===== config.mk =====
export PLATFORM = sky130hd
export DESIGN_NAME = tcam_lookup_arb
export DESIGN_NICKNAME = d
export VERILOG_FILES = /design/src/rtl/tcam_pkg.sv /design/src/rtl/rr_arbiter.sv /design/src/rtl/tcam_lookup_arb.sv
export SDC_FILE = /design/constraint.sdc
export NUM_CORES = 1
export LEC_CHECK = 0
export ABC_CLOCK_PERIOD_IN_PS = 3900
export CELL_PAD_IN_SITES_DETAIL_PLACEMENT = 0
export CELL_PAD_IN_SITES_GLOBAL_PLACEMENT = 1
export CORE_AREA = 2 2 410 412
export DETAILED_ROUTE_END_ITERATION = 8
export DIE_AREA = 0 0 412 414
export PLACE_DENSITY = 0.49
export REMOVE_ABC_BUFFERS = 1
export SYNTH_ARGS = -nofsm -noshare
export SYNTH_HDL_FRONTEND = slang
export SYNTH_SLANG_ARGS = --single-unit
export TNS_END_PERCENT = 1

===== constraint.sdc =====
create_clock -name clk -period 3.9 [get_ports clk]
set_clock_uncertainty 0.15 [all_clocks]
set_input_delay 0.39 -clock clk [delete_from_list [all_inputs] [get_ports clk]]
set_output_delay 0.39 -clock clk [all_outputs]
set_load 0.005 [all_outputs]

===== src/rtl/tcam_pkg.sv =====
// Shared types and helpers for the TCAM lookup arbiter and its round-robin arbiter.
package tcam_pkg;

   localparam int unsigned KEY_W_DEF   = 128;
   localparam int unsigned ENTRIES_DEF = 16;

   typedef enum logic [1:0] {
      IDLE   = 2'd0,
      WR_VAL = 2'd1,
      WR_MSK = 2'd2
   } state_t;

   // Index width that never collapses to zero for a single-element space.
   function automatic int unsigned clog2_min1(input int unsigned n);
      int unsigned w;
      w = $clog2(n);
      return (w == 0) ? 1 : w;
   endfunction

endpackage


===== src/rtl/rr_arbiter.sv =====
// Round-robin arbiter: one-hot grant searching upward from the last granted requester.
module rr_arbiter
   import tcam_pkg::*;
#(
   parameter int unsigned N    = 4,
   parameter int unsigned ID_W = clog2_min1(N)
) (
   input  logic            clk,
   input  logic            rst_n,
   input  logic            en,
   input  logic [N-1:0]    req,
   input  logic            advance,
   output logic [N-1:0]    grant,
   output logic [ID_W-1:0] grant_id,
   output logic            grant_valid
);

   logic [ID_W-1:0] ptr;
   int unsigned     idx;

   // Search ptr+1 .. ptr+N modulo N; the first asserted request wins.
   always_comb begin
      grant       = '0;
      grant_id    = '0;
      grant_valid = 1'b0;
      idx         = 0;
      for (int unsigned i = 1; i <= N; i++) begin
         idx = (32'(ptr) + i) % N;
         if (en && !grant_valid && req[idx[ID_W-1:0]]) begin
            grant[idx[ID_W-1:0]] = 1'b1;
            grant_id             = idx[ID_W-1:0];
            grant_valid          = 1'b1;
         end
      end
   end

   always_ff @(posedge clk or negedge rst_n) begin
      if (!rst_n) begin
         ptr <= ID_W'(N - 1);
      end else if (advance && grant_valid) begin
         ptr <= grant_id;
      end
   end

endmodule


===== src/rtl/tcam_lookup_arb.sv =====
// Shares one TCAM port between NREQ lookup requesters and an atomic value+mask rule writer.
// Optional counters enabled by TCAM_LOOKUP_ARB_STATS_EN.
module tcam_lookup_arb
   import tcam_pkg::*;
#(
   parameter int unsigned KEY_W   = KEY_W_DEF,
   parameter int unsigned ENTRIES = ENTRIES_DEF,
   parameter int unsigned NREQ    = 4,
   localparam int unsigned IDX_W  = $clog2(ENTRIES),
   localparam int unsigned ID_W   = clog2_min1(NREQ)
) (
   input  logic                  clk,
   input  logic                  rst_n,
`ifdef TCAM_LOOKUP_ARB_STATS_EN
   input  logic                  stat_clr,
   output logic [31:0]           stat_lookups,
   output logic [31:0]           stat_hits,
`endif
   input  logic [NREQ-1:0]       req_valid,
   input  logic [NREQ*KEY_W-1:0] req_key,
   output logic [NREQ-1:0]       req_ready,
   output logic                  resp_valid,
   output logic [ID_W-1:0]       resp_id,
   output logic                  resp_hit,
   output logic [IDX_W-1:0]      resp_index,
   input  logic                  cfg_valid,
   input  logic [IDX_W-1:0]      cfg_addr,
   input  logic [KEY_W-1:0]      cfg_value,
   input  logic [KEY_W-1:0]      cfg_mask,
   output logic                  cfg_ready,
   output logic [KEY_W-1:0]      tcam_key,
   output logic                  tcam_key_valid,
   output logic                  tcam_wr_en,
   output logic                  tcam_wr_is_mask,
   output logic [IDX_W-1:0]      tcam_wr_addr,
   output logic [KEY_W-1:0]      tcam_wr_data,
   input  logic                  tcam_hit,
   input  logic [IDX_W-1:0]      tcam_hit_index
);

   state_t           state, state_nxt;
   logic [IDX_W-1:0] stg_addr;
   logic [KEY_W-1:0] stg_value, stg_mask;
   logic             lookup_en;
   logic [ID_W-1:0]  grant_id;
   logic             grant_valid;

   rr_arbiter #(
      .N    (NREQ),
      .ID_W (ID_W)
   ) u_arb (
      .clk         (clk),
      .rst_n       (rst_n),
      .en          (lookup_en),
      .req         (req_valid),
      .advance     (1'b1),
      .grant       (req_ready),
      .grant_id    (grant_id),
      .grant_valid (grant_valid)
   );

   always_ff @(posedge clk or negedge rst_n) begin
      if (!rst_n) begin
         state <= IDLE;
      end else begin
         state <= state_nxt;
      end
   end

   // Rule writes pre-empt lookups; the TCAM port is held for the whole value+mask pair.
   always_comb begin
      state_nxt       = state;
      cfg_ready       = 1'b0;
      lookup_en       = 1'b0;
      tcam_wr_en      = 1'b0;
      tcam_wr_is_mask = 1'b0;
      tcam_wr_addr    = '0;
      tcam_wr_data    = '0;
      case (state)
         IDLE: begin
            cfg_ready = rst_n && cfg_valid;
            lookup_en = rst_n && !cfg_valid;
            if (cfg_valid) begin
               state_nxt = WR_VAL;
            end
         end
         WR_VAL: begin
            tcam_wr_en   = 1'b1;
            tcam_wr_addr = stg_addr;
            tcam_wr_data = stg_value;
            state_nxt    = WR_MSK;
         end
         WR_MSK: begin
            tcam_wr_en      = 1'b1;
            tcam_wr_is_mask = 1'b1;
            tcam_wr_addr    = stg_addr;
            tcam_wr_data    = stg_mask;
            state_nxt       = IDLE;
         end
         default: begin
            state_nxt = IDLE;
         end
      endcase
   end

   always_ff @(posedge clk or negedge rst_n) begin
      if (!rst_n) begin
         stg_addr  <= '0;
         stg_value <= '0;
         stg_mask  <= '0;
      end else if (state == IDLE && cfg_valid) begin
         stg_addr  <= cfg_addr;
         stg_value <= cfg_value;
         stg_mask  <= cfg_mask;
      end
   end

   always_comb begin
      tcam_key_valid = grant_valid;
      tcam_key       = '0;
      if (grant_valid) begin
         tcam_key = req_key[32'(grant_id)*KEY_W +: KEY_W];
      end
   end

   // Response fields hold their last values between lookups.
   always_ff @(posedge clk or negedge rst_n) begin
      if (!rst_n) begin
         resp_valid <= 1'b0;
         resp_id    <= '0;
         resp_hit   <= 1'b0;
         resp_index <= '0;
      end else begin
         resp_valid <= grant_valid;
         if (grant_valid) begin
            resp_id    <= grant_id;
            resp_hit   <= tcam_hit;
            resp_index <= tcam_hit_index;
         end
      end
   end

`ifdef TCAM_LOOKUP_ARB_STATS_EN
   // Saturating counters; clear wins over increment.
   always_ff @(posedge clk or negedge rst_n) begin
      if (!rst_n) begin
         stat_lookups <= '0;
         stat_hits    <= '0;
      end else if (stat_clr) begin
         stat_lookups <= '0;
         stat_hits    <= '0;
      end else if (resp_valid) begin
         if (stat_lookups != 32'hFFFF_FFFF) begin
            stat_lookups <= stat_lookups + 32'd1;
         end
         if (resp_hit && stat_hits != 32'hFFFF_FFFF) begin
            stat_hits <= stat_hits + 32'd1;
         end
      end
   end
`endif

endmodule


==> impl_metrics.json <==
{
  "place.port_buffers": 1059,
  "cts_root_buf": "clkbuf_16",
  "crit_fanout": 8,
  "setup_viol": 128,
  "die_y_um": 414,
  "finalCriticalPeriod_ns": 4.238,
  "die_w_um": 412,
  "h-tree-depth": 2,
  "synth_cells": 1420,
  "synth-edff-count": 0,
  "final.setup.worst_slack_ns": -0.3382,
  "synth-seq-area-share_pct": 40.18,
  "synth_top_family_by_area": "compound AO/OA/AOI/OAI gates",
  "syn_area_um2": 16950,
  "grt_max_degree": 134,
  "synth-async-reset-ratio_pct": 100.0,
  "io_pins": 1060,
  "muxShareOfSynthArea_pct": 18.28,
  "wl_per_cell_um": 30.12,
  "failed_checks": "negative setup slack",
  "cts_tree": "built",
  "irDropWorstVdd_mv": 0.3512,
  "route.vias.total": 17967,
  "grt_pass1_vias": 18435,
  "synthAdderAreaFrac_pct": 0.9599,
  "drcViolationCount": 0,
  "grt_setup_unrepaired": "true",
  "crit_required_ns": 3.36,
  "synth_xor_xnor_area_share_pct": 0,
  "synth_seq_cells": 272,
  "rows": 150,
  "ys_top_cells_by_area": "dfrtp_1 40%, mux2_2 18%, a22oi_1 12%",
  "wirelength_mm": 145.9,
  "maxSlewHeadroom_pct": 40.76,
  "r2r_slack_ns": 0.95,
  "fin_total_pwr_uw": 26270,
  "grtUsageTotal_pct": 15.95,
  "finalCritPeriodShare_pct": 108.7,
  "final_area_um2": 34900,
  "globalRouteOverflowTotal": 0,
  "dieArea_um2": 170600,
  "synth_compound_area_share_pct": 29.52,
  "hp-class": "in -> reg",
  "worstSetupEndpointType": "primary output",
  "cp.arrival_ns": 3.70,
  "place_hpwl_mm": 121.9,
  "first_pass_iters": 4,
  "grt_pass1_wl_mm": 182.3,
  "synth_top_area_share_pct": 39.87,
  "layout-drive-gt1-share_pct": 38.01,
  "power_density_nw_per_um2": 752.7,
  "postRouteAntennaNets": 0,
  "place_area_um2": 31920,
  "nets": 3391,
  "synth_top_area_cell": "dfrtp_1",
  "syn_area_per_cell_um2": 11.93,
  "clock_path_buffers": 3,
  "initialDrtViolationCount": 837,
  "yosysUniqueCellTypes": 46,
  "synthSimpleGateAreaFrac_pct": 5.885,
  "cts_sinks": 272,
  "fmax_mhz": 235.9,
  "run_status": "complete, but fails checks",
  "maxCapViolations": 0,
  "core_region_area_um2": 166300,
  "place_ws_ns": -0.6777,
  "gp_congestion": 0.9151,
  "cp-start-kind": "flop",
  "vias_per_cell": 3.708,
  "clk_pin_slew_ns": 0.06,
  "start_util_pct": 10.19,
  "crit_type": "reg -> out",
  "synthToLayoutAreaGrowth_pct": 105.9,
  "ys_warn_count": 0,
  "maxSlewViolCount": 0,
  "numCtsBuffers": 38,
  "power_leakage_uw": 0.01282,
  "tightest_slew_ns": 0.8886,
  "hold_violations": 0,
  "clock_latency_ns": 0.56,
  "antenna_found_initial": 60,
  "synth_flop_cell": "dfrtp_1"
}
==> logic make-up (layout without fill, tap and decap cells) <==
| logic type | Yosys count | after routing |
|---|---|---|
| buf+inv | 167 | 1370 |
| mux | 270 | 270 |
| compound gates | 536 | 536 |
| other cells | 0 | 18 |
| fa+ha+maj | 13 | 13 |
| simple gates | 162 | 162 |
| flops | 272 | 272 |
==> cell usage after synthesis (2+ instances only) <==
master    number
ha_1          13
dfstp_2        2
a221oi_2     119
dfrtp_1      270
nor2_1         3
o211ai_1       4
a221oi_1       9
buf_4          7
nand2b_1       2
buf_1          2
nand2_1       14
o21ai_0        2
a21o_1         3
mux2_2       265
clkbuf_1      72
a22oi_1      260
inv_1         11
buf_2         59
buf_8         11
o22ai_1        2
nor2b_1      129
a21oi_1       28
a21oi_2      101
buf_6          3
and2_1         5
mux4_2         4
==> worst max-delay path, cell delays in order, from the launching register on <==
cell	delay [ns]
dfstp_2	0.55
inv_2	0.05
ha_4	0.30
mux4_2	0.35
buf_6	0.15
nor4b_4	0.12
a31o_2	0.24
mux2i_4	0.25
buf_12	0.23
buf_16	0.15
buf_8	0.13
buf_4	0.11
a221oi_2	0.03
a21oi_2	0.26
buf_2	0.19
==> stage by stage <==
step	utilization [%]	std cells	hold WS, ns	setup TNS (ns)
detailed placement	19.19	4694	0.2366	-20.57
CTS	20.18	4767	0.1739	-41.33
global route	20.97	4834	0.1963	-47.42
floorplan	-	1265	-0.05559	-1933.09
global placement	19.19	4694	0.2380	-19.63
finish	20.99	4845	0.2490	-28.46
==> power breakdown <==
part / internal, µW / switching [µW] / total, µW / leakage (µW)
clock network: 2330 / 1500 / 3830 / 0.000660
logic: 8640 / 8710 / 17300 / 0.00896
registers: 4290 / 800 / 5090 / 0.00320
total: 15300 / 11000 / 26300 / 0.0128
==> metal layers <==
layer / up-vias / global-route usage (%) / routed length, µm
li1: 7929 / - / -
met1: 8951 / 15.96 / 49650
met2: 839 / 30.24 / 77980
met3: 200 / 4.784 / 10850
met4: 48 / 6.557 / 7175
met5: - / 0 / 283
==> final timing paths <==
kind                                                from                   endpoint  depth (start not counted)
worst max-delay path            u_arb.ptr[1]$_DFFE_PN1P_               tcam_key[72]                         14
worst min-delay path                       cfg_value[83]  stg_value[83]$_DFFE_PN0P_                          2
worst max register to register  u_arb.ptr[1]$_DFFE_PN1P_     resp_id[1]$_DFFE_PN0P_                         12
worst min register to register    resp_id[0]$_DFFE_PN0P_     resp_id[0]$_DFFE_PN0P_                          1
max in group asynchronous                          rst_n  resp_index[3]$_DFFE_PN0P_                          5
min in group asynchronous                          rst_n   u_arb.ptr[0]$_DFFE_PN1P_                          2
==> sequential cells by signal (all words and copies together), names as in the netlist <==
name	count
stg_addr	4
resp_valid	1
u_arb.ptr	2
stg_value	128
state	2
resp_id	2
resp_hit	1
resp_index	4
stg_mask	128
==> area by class of cell <==
| cell class | count | area [µm²] |
|---|---|---|
| clock inverters | 12 | 256.5 |
| flip-flops and latches | 272 | 6809 |
| well taps | 2204 | 2758 |
| multi-input cells | 981 | 9877 |
| repair buffers | 1289 | 13990 |
| fillers | 18195 | 131400 |
| diodes | 18 | 45.04 |
| inverters | 12 | 45.04 |
| clock buffers | 57 | 1112 |
==> cell usage in the layout, fill, tap and decap left out, drive strengths merged, types with 2 or more instances in the layout <==
| master | netlist | final |
|---|---|---|
| bufinv | 0 | 5 |
| a21oi | 129 | 129 |
| o21ai | 3 | 3 |
| nor2b | 129 | 129 |
| a221oi | 128 | 128 |
| a22oi | 260 | 260 |
| o211ai | 4 | 4 |
| and2 | 5 | 5 |
| diode | 0 | 18 |
| o32ai | 2 | 2 |
| nand2b | 2 | 2 |
| a21o | 3 | 3 |
| clkbuf | 73 | 79 |
| mux2 | 265 | 265 |
| clkdlybuf4s50 | 0 | 926 |
| buf | 82 | 336 |
| dfrtp | 270 | 270 |
| mux4 | 4 | 4 |
| inv | 12 | 13 |
| dfstp | 2 | 2 |
| o22ai | 2 | 2 |
| dlymetal6s2s | 0 | 3 |
| ha | 13 | 13 |
| clkinv | 0 | 5 |
| nor2 | 4 | 4 |
| nand2 | 14 | 14 |
==> what timing repair did <==
item	CTS	global route
setup endpoints to repair	131	132
gates cloned	0	12
hold buffers	1	0
pin swaps	13	45
hold endpoints to repair	30	0
buffers inserted	3	51
gates resized for setup	164	191
No activity file was read; power rests on OpenSTA's default activity.
